$ cat src/rtl/psram_arbiter.sv
`default_nettype none
// ============================================================================
// psram_arbiter -- two-port arbiter/sequencer for Gowin PSRAM HS channel 0
// Rev 1.0 -- initial release
// ============================================================================
module psram_arbiter #(
  parameter int CMD_GAP     = 14,
  parameter int BURST_BEATS = 4,
  parameter int RD_TIMEOUT  = 64,
  parameter bit FIXED_PRI   = 1'b0
) (
  input  logic        clk_out,
  input  logic        rst,
  input  logic        init_calib,
  input  logic [1:0]  req,
  input  logic [1:0]  we,
  input  logic [20:0] addr0,
  input  logic [20:0] addr1,
  input  logic [31:0] wdata0,
  input  logic [31:0] wdata1,
  input  logic [3:0]  wmask0,
  input  logic [3:0]  wmask1,
  output logic [1:0]  ack,
  output logic [31:0] rdata,
  output logic        rd_err,
  output logic        busy,
  output logic        cmd,
  output logic        cmd_en,
  output logic [20:0] mem_addr,
  output logic [31:0] wr_data,
  output logic [3:0]  data_mask,
  input  logic [31:0] rd_data,
  input  logic        rd_data_valid
);

  localparam logic [7:0] GAP_LAST  = 8'(CMD_GAP - 1);
  localparam logic [7:0] GAP_EXIT  = 8'(CMD_GAP - 2);
  localparam logic [7:0] BEAT_LAST = 8'(BURST_BEATS - 1);
  localparam logic [7:0] TO_LAST   = 8'(RD_TIMEOUT - 1);

  typedef enum logic [1:0] {IDLE = 2'd0, WR = 2'd1, RD = 2'd2, GAP = 2'd3} state_t;

  state_t      state;
  logic        port;
  logic        last;
  logic        acked;
  logic [7:0]  gap_cnt;
  logic [7:0]  to_cnt;
  logic [7:0]  beat_cnt;

  logic        win;
  logic        grant;
  logic        sel_we;
  logic [20:0] sel_addr;
  logic [31:0] sel_wdata;
  logic [3:0]  sel_wmask;

  always_comb begin
    win = 1'b0;
    if (req == 2'b11) win = FIXED_PRI ? 1'b0 : ~last;
    else              win = req[1];
  end

  assign grant     = (state == IDLE) && init_calib && (gap_cnt >= GAP_LAST) && (req != 2'b00);
  assign sel_we    = win ? we[1]  : we[0];
  assign sel_addr  = win ? addr1  : addr0;
  assign sel_wdata = win ? wdata1 : wdata0;
  assign sel_wmask = win ? wmask1 : wmask0;

  always_ff @(posedge clk_out or posedge rst) begin
    if (rst) begin
      state     <= IDLE;
      ack       <= 2'b00;
      rd_err    <= 1'b0;
      busy      <= 1'b0;
      cmd       <= 1'b0;
      cmd_en    <= 1'b0;
      mem_addr  <= 21'h0;
      wr_data   <= 32'h0;
      data_mask <= 4'hF;
      rdata     <= 32'h0;
      port      <= 1'b0;
      last      <= 1'b1;
      acked     <= 1'b0;
      gap_cnt   <= 8'h0;
      to_cnt    <= 8'h0;
      beat_cnt  <= 8'h0;
    end else begin
      ack    <= 2'b00;
      rd_err <= 1'b0;
      cmd_en <= 1'b0;
      if (gap_cnt != 8'hFF) gap_cnt <= gap_cnt + 8'd1;

      case (state)
        IDLE: begin
          if (grant) begin
            port     <= win;
            last     <= win;
            cmd      <= sel_we;
            cmd_en   <= 1'b1;
            mem_addr <= sel_addr;
            busy     <= 1'b1;
            acked    <= 1'b0;
            gap_cnt  <= 8'h0;
            to_cnt   <= 8'h0;
            beat_cnt <= 8'h0;
            if (sel_we) begin
              wr_data   <= sel_wdata;
              data_mask <= sel_wmask;
              state     <= WR;
            end else begin
              state <= RD;
            end
          end
        end

        WR: begin
          data_mask <= 4'hF;
          if (beat_cnt == 8'h0) ack <= port ? 2'b10 : 2'b01;
          if (beat_cnt == BEAT_LAST) state    <= GAP;
          else                       beat_cnt <= beat_cnt + 8'd1;
        end

        RD: begin
          // the timeout keeps running after the first beat so a truncated burst cannot hang RD
          if (to_cnt != 8'hFF) to_cnt <= to_cnt + 8'd1;
          if (rd_data_valid) begin
            if (!acked) begin
              rdata <= rd_data;
              ack   <= port ? 2'b10 : 2'b01;
              acked <= 1'b1;
            end
            if (beat_cnt == BEAT_LAST) state    <= GAP;
            else                       beat_cnt <= beat_cnt + 8'd1;
          end else if (to_cnt >= TO_LAST) begin
            if (!acked) begin
              rdata  <= 32'h0;
              rd_err <= 1'b1;
              ack    <= port ? 2'b10 : 2'b01;
            end
            state <= GAP;
          end
        end

        GAP: begin
          // leave one cycle early so IDLE coincides with the first legal grant cycle
          if (gap_cnt >= GAP_EXIT) begin
            state <= IDLE;
            busy  <= 1'b0;
          end
        end

        default: state <= IDLE;
      endcase
    end
  end

endmodule
`default_nettype wire
$ cat config.mk
export PLATFORM = sky130hd
export DESIGN_NAME = psram_arbiter
export DESIGN_NICKNAME = d
export VERILOG_FILES = /design/src/rtl/psram_arbiter.sv
export SDC_FILE = /design/constraint.sdc
export NUM_CORES = 1
export LEC_CHECK = 0
export CORE_UTILIZATION = 43
export CTS_CLUSTER_SIZE = 30
export DETAILED_ROUTE_END_ITERATION = 10
export GPL_TIMING_DRIVEN = 0
export PLACE_DENSITY = 0.89
export SETUP_SLACK_MARGIN = 0.4
export SLEW_MARGIN = 20
export SYNTH_ARGS = -nofsm -noshare
export SYNTH_HDL_FRONTEND = slang
export SYNTH_SLANG_ARGS = --single-unit
$ cat constraint.sdc
create_clock -name clk_out -period 4.26 [get_ports clk_out]
set_input_delay 0.639 -clock clk_out [delete_from_list [all_inputs] [get_ports clk_out]]
set_output_delay 0.639 -clock clk_out [all_outputs]
set_load 0.01 [all_outputs]
Yosys cells after proc, flatten, opt, wreduce, memory -nomap -nowiden
Index checks and enable logic that the tools add are counted.
Storage, ports and cells
  register bits after elaboration: 124
  output and inout bits: 95
  input bits: 154
  word-level logic and storage cells: 103
Operators by class
  bitwise logic cells: 2
  mux-type cells: 46
  order comparisons: 3
  reduce and logical (&&, ||, !) cells: 20
  $add $sub $neg: 3
  equal/unequal tests: 13
Operator list (count)
  $mux 32: 5
  $mux 8: 7
  $add 8x1->8 const B: 3
  $pmux 8 s3: 1
  $reduce_and 3->1: 8
  $mux 2: 11
  $mux 21: 1
  $ge 8x4->1 const B: 2
  $ne 8x8->1 const B: 2
  $pmux 8 s2: 1
  $mux 1: 12
  $mux 4: 3
  $ne 2x2->1 const B: 5
  $reduce_bool 2->1: 5
  $eq 8x2->1 const B: 1
  $ge 8x6->1 const B: 1
  $logic_not 8->1: 1
  $pmux 2 s4: 1
  $pmux 4 s2: 1
  $eq 2x2->1 const B: 3
  $pmux 1 s2: 2
  $pmux 2 s2: 1
  $logic_and 1x1->1: 3
  $ne 3x3->1 const B: 1
  other kinds (5): 6

Depth between registers and ports, before layout
  depth after elaboration: 6
  depth in mapped cells: 9

Worst setup path after synthesis
Ideal clock, no wire load.
  path type: reg2reg
  start point: register to_cnt[0]
  end point: register ack[1]
  setup slack: 2409 ps
  path buffers: 1
  arrival time: 1732 ps
  required time: 4140 ps
  stages on the path, launching flop included: 8
  cell sequence: dfrtp_1 ha_1 and4_1 buf_2 a211o_1 o21ai_2 o21ai_1 and3_1
Between the ends
  word-level cells in the longest chain between the ends: 4
RTL lines
  start, declared: RTL line 48  | logic [7:0] to_cnt;
  start signal, assigned: RTL line 126  | if (to_cnt != 8'hFF) to_cnt <= to_cnt + 8'd1;
  $ge 8x6->1: RTL line 135  | end else if (to_cnt >= TO_LAST) begin
  $mux 2: RTL line 135
  $mux 2: RTL line 127  | if (rd_data_valid) begin
  $pmux 2 s2: RTL line 94  | case (state)
  end signal, assigned: RTL line 119  | if (beat_cnt == 8'h0) ack <= port ? 2'b10 : 2'b01;
  end signal, assigned: RTL line 130  | ack <= port ? 2'b10 : 2'b01;
  end signal, assigned: RTL line 139  | ack <= port ? 2'b10 : 2'b01;
  end, declared: RTL line 23  | output logic [1:0] ack,
No other way between the ends.
A chain may end at the register's enable or synchronous reset.

Worst setup path after layout
  start point: input req[1]
  end point: register wr_data[4]
Between the ends
  word-level cells in the longest chain between the ends: 4
  elaborated cells on any way between the ends: 7
  classes of those cells: eq/ne: 1; mux: 3; reduce/logical: 3
RTL lines
  start, declared: RTL line 15  | input logic [1:0] req,
  $eq 2x2->1: RTL line 60  | if (req == 2'b11) win = FIXED_PRI ? 1'b0 : ~last;
  $mux 1: RTL line 60
  $mux 1: RTL line 65  | assign sel_we = win ? we[1] : we[0];
  $reduce_and 3->1 (no source line)
  end signal, assigned: RTL line 108  | wr_data <= sel_wdata;
  end, declared: RTL line 30  | output logic [31:0] wr_data,
Several ways; a longest one is shown, not always the timed one.

==> results.cfg <==
[setup_path]
worstPathMaxFanout = 10
cp_num_buf_inv = 3
timing.rr.start = gap_cnt[0]
arrival_ns = 2.79
worstSetupPathType = input pin to register
worst_setup_path_end_kind = register
critical_path.startpoint_type = input pin
cp_data_required_time_ns = 4.54
r2r_cells = 8
ff2ff_setup_slack_ns = 1.91
crit_path_cell_trace = clkdlybuf4s50_1 -> a21boi_2 -> mux2i_1 -> nor3_2 -> buf_2 -> buf_4 -> a31oi_1
cp-endpoint = wr_data[4]
crit_start = req[1]
slowest_delay_ns = 0.50
critical_path.top_delay_family = buffers and inverters
worstSetupPathDepth = 7
r2r-end = wr_data[4]
crit_slowest_cell = clkdlybuf4s50_1

[clock_tree]
cts-root-buf = clkbuf_16
cts_tree = built
ctsResizeCount = 0
clk_latency_ns = 0.41
cts_sinks = 124
hold_buffers = 0
numCtsBuffers = 17
clkSlewWorstSetupHoldPaths_ns = 0.05
post-cts-setup-buffers = 0
htreeDepth = 4
clk_path_buf_depth = 2

[global_route]
grt_pass1_vias = 5977
grt_usage_pct = 30.1
antenna_found_initial = 0
overflow = 0
grt_pass1_wl_um = 32100
grt_max_degree = 34

[layout]
nNetsFinal = 1050
antenna_cells = 0
post-route-util_pct = 69.2
nFillCells = 920
instances_no_fill = 1072
fin_area_mm2 = 0.00916
area_growth_pct = 57.4
drive_gt1_share_pct = 8.26

[floorplan]
fp-row-count = 42
die_w_um = 118
dieHeight_um = 118
boundaryPins = 249
dieArea_mm2 = 0.0140
initial_core_util_pct = 43.9
coreArea_mm2 = 0.0132

[min_path]
hold_start = port
hp-class = register to register
holdPathStages = 2

[timing]
slew_headroom_pct = 54.5
rsz0062_at_grt = no
hold_viol = 0
worst_slew_pin_slew_ns = 0.682
postLayoutSetupSlackWorst_ns = 1.74
setup_viol = 0
min_period_ns = 2.52
fin_crit_sh_pct = 59.1
fmax_ghz = 0.397
finalClockSkew_ns = 0.00630
finalSetupTns_ns = 0
drv_slew = 0

[logic_synthesis]
ys_warn_count = 0
ys_async_sr_fraction_pct = 100
synth_xor_area_share_pct = 0.452
seq_area_frac_synth_pct = 53.5
yosys.area_share.simple_pct = 20.5
synth_fa_ha_area_share_pct = 2.80
ys_top_cells_by_area = dfrtp_1 51%, nand2_1 8.8%, a31oi_1 6.8%
ys_types = 54
synth.avg_cell_area_um2 = 9.50
syn-num-nets = 779
synth_area_mm2 = 0.00582
synth_top_cell_by_area = dfrtp_1
yosys_most_used_dff = dfrtp_1
synth-compound-area-share_pct = 18.2
netlist_instances = 612
yosysMostFrequentCell = nand2_1
ys_ff_latch = 124
synthMuxAreaShare_pct = 0.710
synth_commonest_cells = 136 x nand2_1, 119 x dfrtp_1, 75 x nor2_1, 63 x a31oi_1, 38 x a22o_1
synth_edf_count = 0
synth_top_cell_area_share_pct = 51.2
synth_top_family_by_area = simple AND/OR/NAND/NOR gates

[power]
vdd_drop_max_uv = 355
powerDensity_mw_per_mm2 = 680
p_leak_nw = 4.01

[routing]
drt-total-wl_um = 20200
wl_per_cell_um = 18.8
drc = 0
vias = 5950
drtAntennaViolNets = 0
first_pass_iters = 5
drt_iter0_drc = 399
vias_per_cell = 5.55

[placed_design]
place_area_mm2 = 0.00860
port_buffers = 248
place_hpwl_um = 14600
dp_slack_ns = 1.38
place_inst = 1040
place.gp.congestion = 0.861

[status]
status = finished clean

[job]
drv_cap = 0
## registers in the layout, summed over array words and instances (netlist names)
name / flops
mem_addr: 21
beat_cnt: 8
wr_data: 32
to_cnt: 8
cmd_en: 1
busy: 1
gap_cnt: 8
data_mask: 4
rdata: 32
state: 2
rd_err: 1
port: 1
acked: 1
ack: 2
last: 1
cmd: 1
## cells by family (layout without fill, tap and decap cells)
logic type                 Yosys count  in the layout
buffers and inverters               50            334
muxes                                4              4
xor gates and xnor gates             3              3
AOI/OAI and AO/OA                  145            145
DFF                                124            124
adders and majority gates           13             13
and+or+nand+nor                    273            273
## layout make-up
type	count	area, um2	area share, %
sequential	124	3110	34.0
timing repair buffer	252	2560	28.0
multi-input combinational	438	2480	27.1
clock buffer	20	457	4.99
tap	176	220	2.40
buffer	40	190	2.08
clock inverter	12	97.6	1.07
inverter	10	41.3	0.451
## stage by stage
step                      total power, mW  hold WS [ns]
final                                6.22         0.498
after global routing                 6.59         0.505
after CTS                            6.24         0.495
after detailed placement             4.84         0.480
after global placement               4.73         0.478
after floorplan                      3.43         0.455
## worst min path at each step
| stage | to |
|---|---|
| floorplan | port |
| global placement | acked |
| detailed placement | rdata[24] |
| CTS | rdata[15] |
| global route | rdata[20] |
| finish | port |
## report_power, final
part	internal, mW	total, mW	leakage, nW	switching [mW]
sequential	1.69	2.02	1.50	0.332
clock	0.825	1.35	0.275	0.523
combinational	1.46	2.85	2.24	1.40
total	3.97	6.22	4.01	2.25
## layer usage
metal	vias to the layer above	routed length, um	track usage [%]
li1	2689	-	-
met1	2872	7820	36.1
met2	333	9750	49.4
met3	56	1800	9.17
met4	0	808	14.0
met5	-	0	0
## cells in the final DEF (no fill, tap or decap), types with 7 or more instances in the layout
cell type	n
nand3_1	12
clkdlybuf4s50_1	248
nor3_1	14
a22o_1	38
clkbuf_16	17
a21oi_1	7
buf_2	11
clkbuf_1	24
ha_1	13
nor2_1	75
a21o_1	8
nand2_1	136
clkinv_2	7
o21ai_0	7
and3_1	8
inv_1	8
dfrtp_1	119
a31oi_1	63
## worst register-to-register path, cell delays in order, from the launching register on
cell	delay, ns
dfrtp_1	0.43
inv_1	0.10
ha_1	0.19
nor2b_1	0.15
o21a_1	0.22
nor3_2	0.43
buf_2	0.34
buf_4	0.23
a31oi_1	0.12
Note: power is estimated with default switching activity, not from simulation.
